===== src/rtl/uart_rx_fifo.sv =====
// Receive FIFO behind uart_rx: captures completed frames into a first-word-fall-through buffer
// and presents them on a valid/ready stream. Define UART_RX_FIFO_DROP_ERR_EN to discard errored frames.
module uart_rx_fifo #(
  parameter int unsigned DATA_BITS   = 8,
  parameter int unsigned DEPTH       = 16,
  parameter int unsigned ALMOST_FULL = 12
) (
  input  logic                       clk,
  input  logic                       rst,
  input  logic                       rx_ready,
  input  logic [DATA_BITS-1:0]       rx_data,
  input  logic                       rx_error,
  output logic                       m_valid,
  input  logic                       m_ready,
  output logic [DATA_BITS-1:0]       m_data,
  output logic                       m_err,
  output logic [$clog2(DEPTH):0]     count,
  output logic                       full,
  output logic                       almost_full,
  output logic                       overrun,
  input  logic                       clr_overrun
);

  localparam int unsigned AW = $clog2(DEPTH);
  localparam int unsigned CW = AW + 1;
`ifdef UART_RX_FIFO_DROP_ERR_EN
  localparam int unsigned EW = DATA_BITS;
`else
  localparam int unsigned EW = DATA_BITS + 1;
`endif

  logic [EW-1:0] mem_q [DEPTH];
  logic [EW-1:0] mem_d [DEPTH];
  logic [AW-1:0] wr_ptr_q, wr_ptr_d;
  logic [AW-1:0] rd_ptr_q, rd_ptr_d;
  logic [CW-1:0] count_q, count_d;
  logic          overrun_q, overrun_d;
  logic          rx_ready_q, rx_ready_d;

  logic          edge_seen;
  logic          push_req;
  logic          push;
  logic          pop;
  logic          drop;
  logic [EW-1:0] wr_entry;
  logic [EW-1:0] rd_entry;

  assign edge_seen = rx_ready & ~rx_ready_q;

`ifdef UART_RX_FIFO_DROP_ERR_EN
  // Errored frames never reach the FIFO, so they cannot cause an overrun either.
  assign push_req = edge_seen & ~rx_error;
  assign wr_entry = rx_data;
  assign m_err    = 1'b0;
`else
  assign push_req = edge_seen;
  assign wr_entry = {rx_error, rx_data};
  assign m_err    = rd_entry[DATA_BITS];
`endif

  assign full        = (count_q == CW'(DEPTH));
  assign almost_full = (count_q >= CW'(ALMOST_FULL));
  assign m_valid     = (count_q != '0);
  assign count       = count_q;
  assign overrun     = overrun_q;
  assign rd_entry    = mem_q[rd_ptr_q];
  assign m_data      = rd_entry[DATA_BITS-1:0];

  assign pop  = m_valid & m_ready;
  // A full FIFO still accepts a frame when the head leaves in the same cycle.
  assign push = push_req & (~full | pop);
  assign drop = push_req & full & ~pop;

  always_comb begin
    mem_d      = mem_q;
    wr_ptr_d   = wr_ptr_q;
    rd_ptr_d   = rd_ptr_q;
    count_d    = count_q;
    overrun_d  = overrun_q;
    rx_ready_d = rx_ready;

    if (push) begin
      mem_d[wr_ptr_q] = wr_entry;
      wr_ptr_d        = wr_ptr_q + AW'(1);
    end
    if (pop) begin
      rd_ptr_d = rd_ptr_q + AW'(1);
    end

    if (push && !pop) begin
      count_d = count_q + CW'(1);
    end else if (pop && !push) begin
      count_d = count_q - CW'(1);
    end

    if (clr_overrun) begin
      overrun_d = 1'b0;
    end
    if (drop) begin
      overrun_d = 1'b1;
    end
  end

  always_ff @(posedge clk) begin
    if (rst) begin
      wr_ptr_q   <= '0;
      rd_ptr_q   <= '0;
      count_q    <= '0;
      overrun_q  <= 1'b0;
      // Start high so an idle uart_rx holding ready=1 is not taken as a new frame.
      rx_ready_q <= 1'b1;
    end else begin
      wr_ptr_q   <= wr_ptr_d;
      rd_ptr_q   <= rd_ptr_d;
      count_q    <= count_d;
      overrun_q  <= overrun_d;
      rx_ready_q <= rx_ready_d;
    end
  end

  always_ff @(posedge clk) begin
    mem_q <= mem_d;
  end

endmodule


===== config.mk =====
export PLATFORM = sky130hd
export DESIGN_NAME = uart_rx_fifo
export DESIGN_NICKNAME = d
export VERILOG_FILES = /design/src/rtl/uart_rx_fifo.sv
export SDC_FILE = /design/constraint.sdc
export NUM_CORES = 1
export LEC_CHECK = 0
export CORE_MARGIN = 3
export CORE_UTILIZATION = 39
export DETAILED_ROUTE_END_ITERATION = 12
export PLACE_DENSITY = 0.58
export SYNTH_ARGS = -nofsm -noshare
export SYNTH_HDL_FRONTEND = slang
export SYNTH_SLANG_ARGS = --single-unit

===== constraint.sdc =====
create_clock -name clk -period 2.7 [get_ports clk]
set_input_delay 0.54 -clock clk [delete_from_list [all_inputs] [get_ports clk]]
set_output_delay 0.54 -clock clk [all_outputs]
set_load 0.01 [all_outputs]

### Yosys cells after proc, flatten, opt, wreduce, memory -nomap -nowiden

Cells that the tools add are included.

* bitwise logic cells: 11
* multiplexer cells: 10
* magnitude comparators: 4
* eq/ne operators: 1
* reduce and logical (&&, ||, !) cells: 8
* add/subtract/negate cells: 4

Operators by type and width (number)
* 144-bit bitwise mux: 1
* 9-bit binary-select mux with 4-bit select: 1
* 9-bit demux with 4-bit select: 1
* 9-bit two-way mux: 3
* 5-bit greater-or-equal comparator, second input constant: 2
* 5-bit two-way mux: 2
* 4-bit inverter with 5-bit output: 2
* 4-bit by 1-bit adder with 4-bit output, second input constant: 2
* 5-bit by 1-bit adder with 5-bit output, second input constant: 1
* 1-bit AND: 5
* 5-bit == test, second input constant: 1
* 5-bit by 4-bit greater-or-equal comparator with 1-bit output, second input constant: 1
* 5-bit by 1-bit less-than comparator with 1-bit output, second input constant: 1
* 5-bit nonzero test: 1
* 5-bit by 1-bit subtractor with 5-bit output, second input constant: 1
* 2-bit nonzero test: 2
* 1-bit logical AND: 3
* 1-bit inverter: 3
* 1-bit logical NOT: 2
* 1-bit two-way mux: 2
* 1-bit OR: 1

* word-level logic and storage cells: 59
* flip-flop bits (word level): 159
* output and inout port bits: 18

### Longest topological paths before layout

Gate-level depths: netlist of run 1.

* depth after elaboration: 8
* mapped depth: 11

### Worst setup path after synthesis of run 1

OpenSTA, ideal clock, no wires.

* path type: reg2reg
* start point: reg count_q[0] (netlist: count[0])
* end point: reg count_q[4] (netlist: count[4])
* clock period less this slack: 2.999 ns
* setup time: 0.121 ns
* required time: 2.579 ns
* arrival: 2.878 ns
* buffers on the path: 2
* slack: -0.299 ns
* cell stages (with the launch flop): 12
* path through: dfxtp_1 -> or4_4 -> buf_6 -> o31a_1 -> buf_6 -> ha_1 -> inv_1 -> ha_1 -> a21o_1 -> a21oi_1 -> mux2i_1 -> mux2_2

* longest elaborated chain between the ends: 7
* elaborated cells on any way between the ends: 15
* classes of those cells: add/sub: 2; eq/ne: 1; mux: 2; bitwise: 4; reduce/logical: 6

RTL lines
* start, declared: RTL line 36 `logic [CW-1:0] count_q, count_d;`
* start signal, assigned: RTL line 115 `count_q <= count_d;`
* 5-bit nonzero test or 5-bit == test (tied branches): RTL line 63, 61
* 1-bit AND or 1-bit inverter (tied branches): RTL line 69, 71
* 1-bit OR (*): RTL line 71 `assign push = push_req & (~full | pop);`
* 1-bit AND (*): RTL line 71
* named net push: RTL line 42 `logic push;`
* 1-bit logical NOT: RTL line 92 `end else if (pop && !push) begin`
* 1-bit logical AND: RTL line 92
* 2-bit nonzero test (no source line)

The timed path passes the listed nets; every way through them passes the cells marked *. The select of a mux whose other input is x is not followed.
A chain may end at the register's enable or synchronous reset.

### Worst setup path after layout of run 1

* start point: reg count_q[1] (netlist: count[1])
* end point: reg count_q[4] (netlist: count[4])

* longest elaborated chain between the ends: 7
* elaborated cells on any way between the ends: 15
* classes of those cells: add/sub: 2; eq/ne: 1; mux: 2; bitwise: 4; reduce/logical: 6

RTL lines (RTL line)
* 5-bit nonzero test or 5-bit == test (tied branches): 63, 61
* 1-bit AND or 1-bit inverter (tied branches): 69, 71
* 1-bit OR: 71
* 1-bit AND: 71
* 1-bit logical NOT: 92
* 1-bit logical AND: 92
* 2-bit nonzero test (no source line)

Parallel ways exist; a longest one is shown, timed or not. The select of a mux whose other input is x is not followed.

==> results of run 1 <==
## Yosys cell counts, drive strengths merged
library cell  instances  area [sq um]
clkinv                1          3.75
clkbuf                9          35.0
buf                  12          68.8
o21ai                10          53.8
a21o                  2          16.3
nand2                15          56.3
nand4                 1          12.5
dfxtp                15           300
xor2                  5          43.8
nand3b                2          15.0
o311ai                1          26.3
or4                   1          11.3
nor2                 29           109
ha                    9           113
mux4                 18           405
fa                    1          20.0
a221oi               18           158
edfxtp              144          4320
a22oi                 9          67.6
nor3                  4          20.0
inv                   4          15.0
nand2b                4          25.0
nor2b                 3          18.8
or2                   1          6.26
and2                  1          6.26
xnor2                 3          26.3
mux2i                40           400
o31ai                 1          7.51
o2111ai               1          8.76
mux2                  2          22.5
o31a                  1          8.76
o211ai                1          7.51
a21oi                 4          20.0
## routing by layer
metal,GRT usage [%],wire [microns]
met5,0,0
met3,3.26,558
met4,5.94,231
met1,22.2,6260
met2,25.3,6590
## worst max-delay path, stage by stage, from the launching register on
cell	delay [ps]
dfxtp_2	320
or4_4	570
o31a_1	310
ha_4	180
inv_4	60
buf_6	100
ha_4	190
a21o_1	160
a21oi_2	140
mux2i_1	230
mux2_2	350
## final cells by class
type,count,area [sq um]
fillers,1331,7760
flip-flops and latches,159,4630
clock buffers,18,429
clock inverters,14,140
well taps,216,270
multi-input cells,187,1810
inverters,5,21.3
repair buffers,104,937
## cells by family after synthesis
| family | after synthesis | synth area share [%] |
|---|---|---|
| AOI/OAI and AO/OA | 48 | 5.82 |
| adders and majority gates | 10 | 2.06 |
| muxes | 60 | 12.9 |
| and+or+nand+nor | 61 | 4.36 |
| DFF | 159 | 71.9 |
| buffers and inverters | 26 | 1.91 |
| xor gates and xnor gates | 8 | 1.09 |
## power breakdown
part | switching [uW] | internal, uW
clock | 947 | 1360
sequential | 37.0 | 2750
combinational | 904 | 1180
## flip-flops by register name, summed over array words and instances (netlist names)
signal	count
wr_ptr_q	4
count	5
rx_ready_q	1
rd_ptr_q	4
mem_q	144
overrun	1
## what timing repair did
action / in CTS / in global routing
endpoints found under the setup margin: 10 / 10
gates resized for setup: 40 / 17
buffers inserted: 14 / 4
pin swaps: 8 / 12
gates cloned: 2 / 0
## stage by stage
step / worst slack (ps) / total power [uW] / util [%] / TNS [ps] / cell area (sq um)
after floorplan: -55.1 / 3940 / - / -55.1 / 6480
after global placement: -210 / 4600 / 46.2 / -234 / 7390
after detailed placement: -298 / 4620 / 46.2 / -376 / 7390
after CTS: -86.4 / 7180 / 51.0 / -86.4 / 8160
after global routing: -129 / 7510 / 51.5 / -148 / 8240
final: -17.5 / 7170 / 51.5 / -17.5 / 8240
## path summary, 6_finish.rpt
path / end / cells after the start / startpoint
max: count[4] / 10 / count[1]
min: overrun / 2 / overrun
max reg2reg: count[4] / 10 / count[1]
min reg2reg: overrun / 2 / overrun
## cell usage in the layout (no fill, tap or decap), drive strengths merged, types with 15 or more instances in the layout
cell type and instances:
dfxtp 15, clkdlybuf4s50 21, clkbuf 19, nor2 29, a221oi 18, mux4 18, nand2 15, buf 78
edfxtp 144, mux2i 40
==> flow_metrics.env, run 1 <==
export IMPL_ctsHoldBuffers=0
export IMPL_power_leakage_uw=0.00284
export IMPL_grt_pass1_vias=3759
export IMPL_min_period_over_period_pct=101
export IMPL_ios=32
export IMPL_period_needed_ps=2720
export IMPL_rsz0062_at_grt="true"
export IMPL_tritoncts="yes"
export IMPL_crit_path_end_kind="flip-flop"
export IMPL_n_antenna_cell=0
export IMPL_synth_seq_cells=159
export IMPL_cts_buffers=17
export IMPL_synth_nets=396
export IMPL_max_slew_worst_pin_slew_ps=626
export IMPL_drt_first_pass_iters=4
export IMPL_cap_viol_max_count=0
export IMPL_core_area_sq_um=16000
export IMPL_max_slew_margin_rel_pct=58.1
export IMPL_r2r_slack_ps=-20
export IMPL_gp_congestion=0.857
export IMPL_avgSynthCellArea_sq_um=17.3
export IMPL_grt_pass1_wl_microns=21500
export IMPL_ant_nets=0
export IMPL_netlist_cell_type_count=40
export IMPL_fmax_mhz=368
export IMPL_cp_data_required_time_ps=3010
export IMPL_numPortBuffers=31
export IMPL_start_util_pct=40.2
export IMPL_dieArea_sq_um=18100
export IMPL_cp_data_arrival_time_ps=3030
export IMPL_wl_per_cell_microns=19.4
export IMPL_nets=498
export IMPL_finalWorstSetupSlack_ps=-17.5
export IMPL_area_delta_synth_final_pct=28.1
export IMPL_report_final_hold_viol_count=0
export IMPL_dp_cells=651
export IMPL_wirelength_microns=13600
export IMPL_cts_sinks=159
export IMPL_synth_warning_count=0
export IMPL_globalRoute_totalOverflow=0
export IMPL_std_cell_rows=46
export IMPL_drtIter0Drc=345
export IMPL_violations="setup timing"
export IMPL_clk_path_buf_depth=2
export IMPL_h_tree_depth=4
export IMPL_netlist_instances=372
export IMPL_outcome="complete, but fails checks"
export IMPL_crit_path_start_kind="flip-flop"
export IMPL_insertion_delay_ps=420
export IMPL_setup_viol=1
export IMPL_fin_worst_skew_ps=7.99
export IMPL_die_width_microns=134
export IMPL_grt_antenna_before_repair=0
export IMPL_drv_slew=0
export IMPL_dpl_hpwl_microns=8850
export IMPL_ir_worst_vdd_v=0.000462
export IMPL_power_density_nw_per_um2=871
export IMPL_cp_max_fo=3
export IMPL_hold_path_class="flip-flop to flip-flop"
export IMPL_vias=3637
export IMPL_layout_cells_non_filler=703
export IMPL_holdWs_ps=482
export IMPL_path_class="flip-flop to flip-flop"
export IMPL_syn_cell_area_sq_um=6430
export IMPL_route_detailed_drc=0
export IMPL_yosysSeqAreaShare_pct=71.9
export IMPL_grt_max_degree=19
export IMPL_clk_pin_slew_ps=60
export IMPL_grt_usage_pct=16.1
export IMPL_viasPerCell=5.17
export IMPL_die_height_microns=134
export IMPL_drive_gt1_share_pct=32.2
export IMPL_cts_root_buf="clkbuf_16"
(Power assumes the default switching activity.)
==> inputs of run 2 (changes only) <==
- CORE_MARGIN: 3 -> default
- PLACE_DENSITY: 0.58 -> 0.56
- clock period: 2.7 -> 2.91 ns (I/O delays scaled with it)
==> flow_metrics.env, run 2 (synthesis gave the netlist of run 1 again) <==
export IMPL_outcome="finished clean"
export IMPL_cp_data_arrival_time_ps=2250
export IMPL_numPortBuffers=31
export IMPL_area_delta_synth_final_pct=24.2
export IMPL_wl_per_cell_microns=19.2
export IMPL_grt_antenna_before_repair=0
export IMPL_crit_top_cell="buf_12"
export IMPL_rsz0062_at_grt="true"
export IMPL_fin_worst_skew_ps=5.32
export IMPL_path_class="flip-flop to primary output"
export IMPL_tns_ps=0
export IMPL_layout_commonest_cell="edfxtp_1"
export IMPL_grt_pass1_wl_microns=19900
export IMPL_nets=474
export IMPL_grt_pass1_vias=3480
export IMPL_n_antenna_cell=0
export IMPL_clk_path_buf_depth=2
export IMPL_min_period_over_period_pct=97.4
export IMPL_max_slew_margin_rel_pct=59.5
export IMPL_max_stage_delay_ps=520
export IMPL_stdcell_area_sq_um=7990
export IMPL_hold_path_class="flip-flop to flip-flop"
export IMPL_fillers=1356
export IMPL_vias=3482
export IMPL_wirelength_microns=13000
export IMPL_max_slew_worst_pin_slew_ps=605
export IMPL_dpl_hpwl_microns=8530
export IMPL_preCtsSetupSlack_ps=-191
export IMPL_power_leakage_uw=0.00270
export IMPL_grt_max_degree=22
export IMPL_route_detailed_drc=0
export IMPL_crit_path_end_kind="primary output"
export IMPL_drtIter0Drc=229
export IMPL_cp_data_required_time_ps=2330
export IMPL_viasPerCell=5.15
export IMPL_cp_buffers_inverters=3
export IMPL_ios=32
export IMPL_drv_slew=0
export IMPL_drt_first_pass_iters=4
export IMPL_globalRoute_totalOverflow=0
export IMPL_h_tree_depth=4
export IMPL_crit_path_start_kind="flip-flop"
export IMPL_mostFrequentLayoutCells="edfxtp_1 (144), buf_4 (41), mux2i_1 (40)"
export IMPL_cap_viol_max_count=0
export IMPL_power_density_nw_per_um2=798
export IMPL_cp_max_fo=9
export IMPL_insertion_delay_ps=420
export IMPL_placed_area_sq_um=7260
export IMPL_core_area_sq_um=16000
export IMPL_period_needed_ps=2830
export IMPL_die_height_microns=130
export IMPL_gp_congestion=0.775
export IMPL_std_cell_rows=46
export IMPL_dieArea_sq_um=17000
export IMPL_cts_sinks=159
export IMPL_drive_gt1_share_pct=24.6
export IMPL_top_register="mem_q"
export IMPL_die_width_microns=130
export IMPL_fmax_mhz=353
export IMPL_setup_viol=0
export IMPL_report_final_hold_viol_count=0
export IMPL_crit_chain="buf_12, buf_12, mux4_2, a22oi_1, nand2_1, dlygate4sd2_1"
export IMPL_cts_buffers=17
export IMPL_grt_usage_pct=16.8
export IMPL_tritoncts="yes"
export IMPL_ant_nets=0
export IMPL_ir_worst_vdd_v=0.000481
export IMPL_cts_root_buf="clkbuf_16"
export IMPL_start_util_pct=40.2
export IMPL_holdWs_ps=474
export IMPL_crit_family="buffers and inverters"
export IMPL_finalWorstSetupSlack_ps=75.6
export IMPL_clk_pin_slew_ps=60
export IMPL_cpMaxStageDelayCell="mux4_2"
export IMPL_largest_reg_flops=144
run 2: through the flow:
stage	total power, uW	util (%)	instances
2_1_floorplan	3620	-	372
3_3_place_gp	4160	45.4	638
3_5_place_dp	4180	45.4	638
4_1_cts	6380	49.5	671
5_1_grt	6660	49.9	676
6_report	6370	49.9	676
run 2: report_power, final:
group | leakage (uW) | total (uW) | switching, uW | internal, uW
combinational | 0.00101 | 1640 | 736 | 909
sequential | 0.00142 | 2620 | 73.6 | 2550
clock | 0.000270 | 2110 | 786 | 1320
total | 0.00270 | 6370 | 1600 | 4780
run 2: cell type report:
| type | count | area, sq um | share of cell area [%] |
|---|---|---|---|
| flip-flops and latches | 159 | 4630 | 58.0 |
| inverters | 5 | 18.8 | 0.235 |
| clock buffers | 20 | 437 | 5.47 |
| clock inverters | 9 | 120 | 1.50 |
| repair buffers | 80 | 766 | 9.59 |
| multi-input cells | 187 | 1750 | 21.9 |
| well taps | 216 | 270 | 3.38 |
run 2: worst min-delay path: cells and delay by family (launching register included):
kind             cells  cell delay (ps)
flip-flops           1              310
AO/OA/AOI/OAI        1               60
AND/OR/NAND/NOR      1               60
run 2: final timing paths:
kind                from        end  slack (ps)  cells past startpoint
max reg2reg     count[1]   count[4]         130                      9
min reg2reg      overrun    overrun         470                      2
max          rd_ptr_q[0]  m_data[5]          80                      6
min              overrun    overrun         470                      2
run 2: per-layer routing:
metal  vias up  share of wire (%)  track usage [%]
met1      1775                 46             23.0
met5         -                  0                0
met4         0                1.2             6.22
met3        16                3.6             3.83
li1       1632                  -                -
met2        59                 49             26.3
run 2: timing repair:
item / CTS / global route
buffers inserted: 3 / 5
gates resized for setup: 18 / 3
endpoints found under the setup margin: 9 / 2
hold endpoints to repair: 0 / 0
hold buffers: 0 / 0
cloned: 1 / 0
==> inputs of run 3 (changes only) <==
- CTS_CLUSTER_SIZE: default -> 16
==> results of run 3 <==
The final DEF is identical to that of run 2; final timing and power are the same.
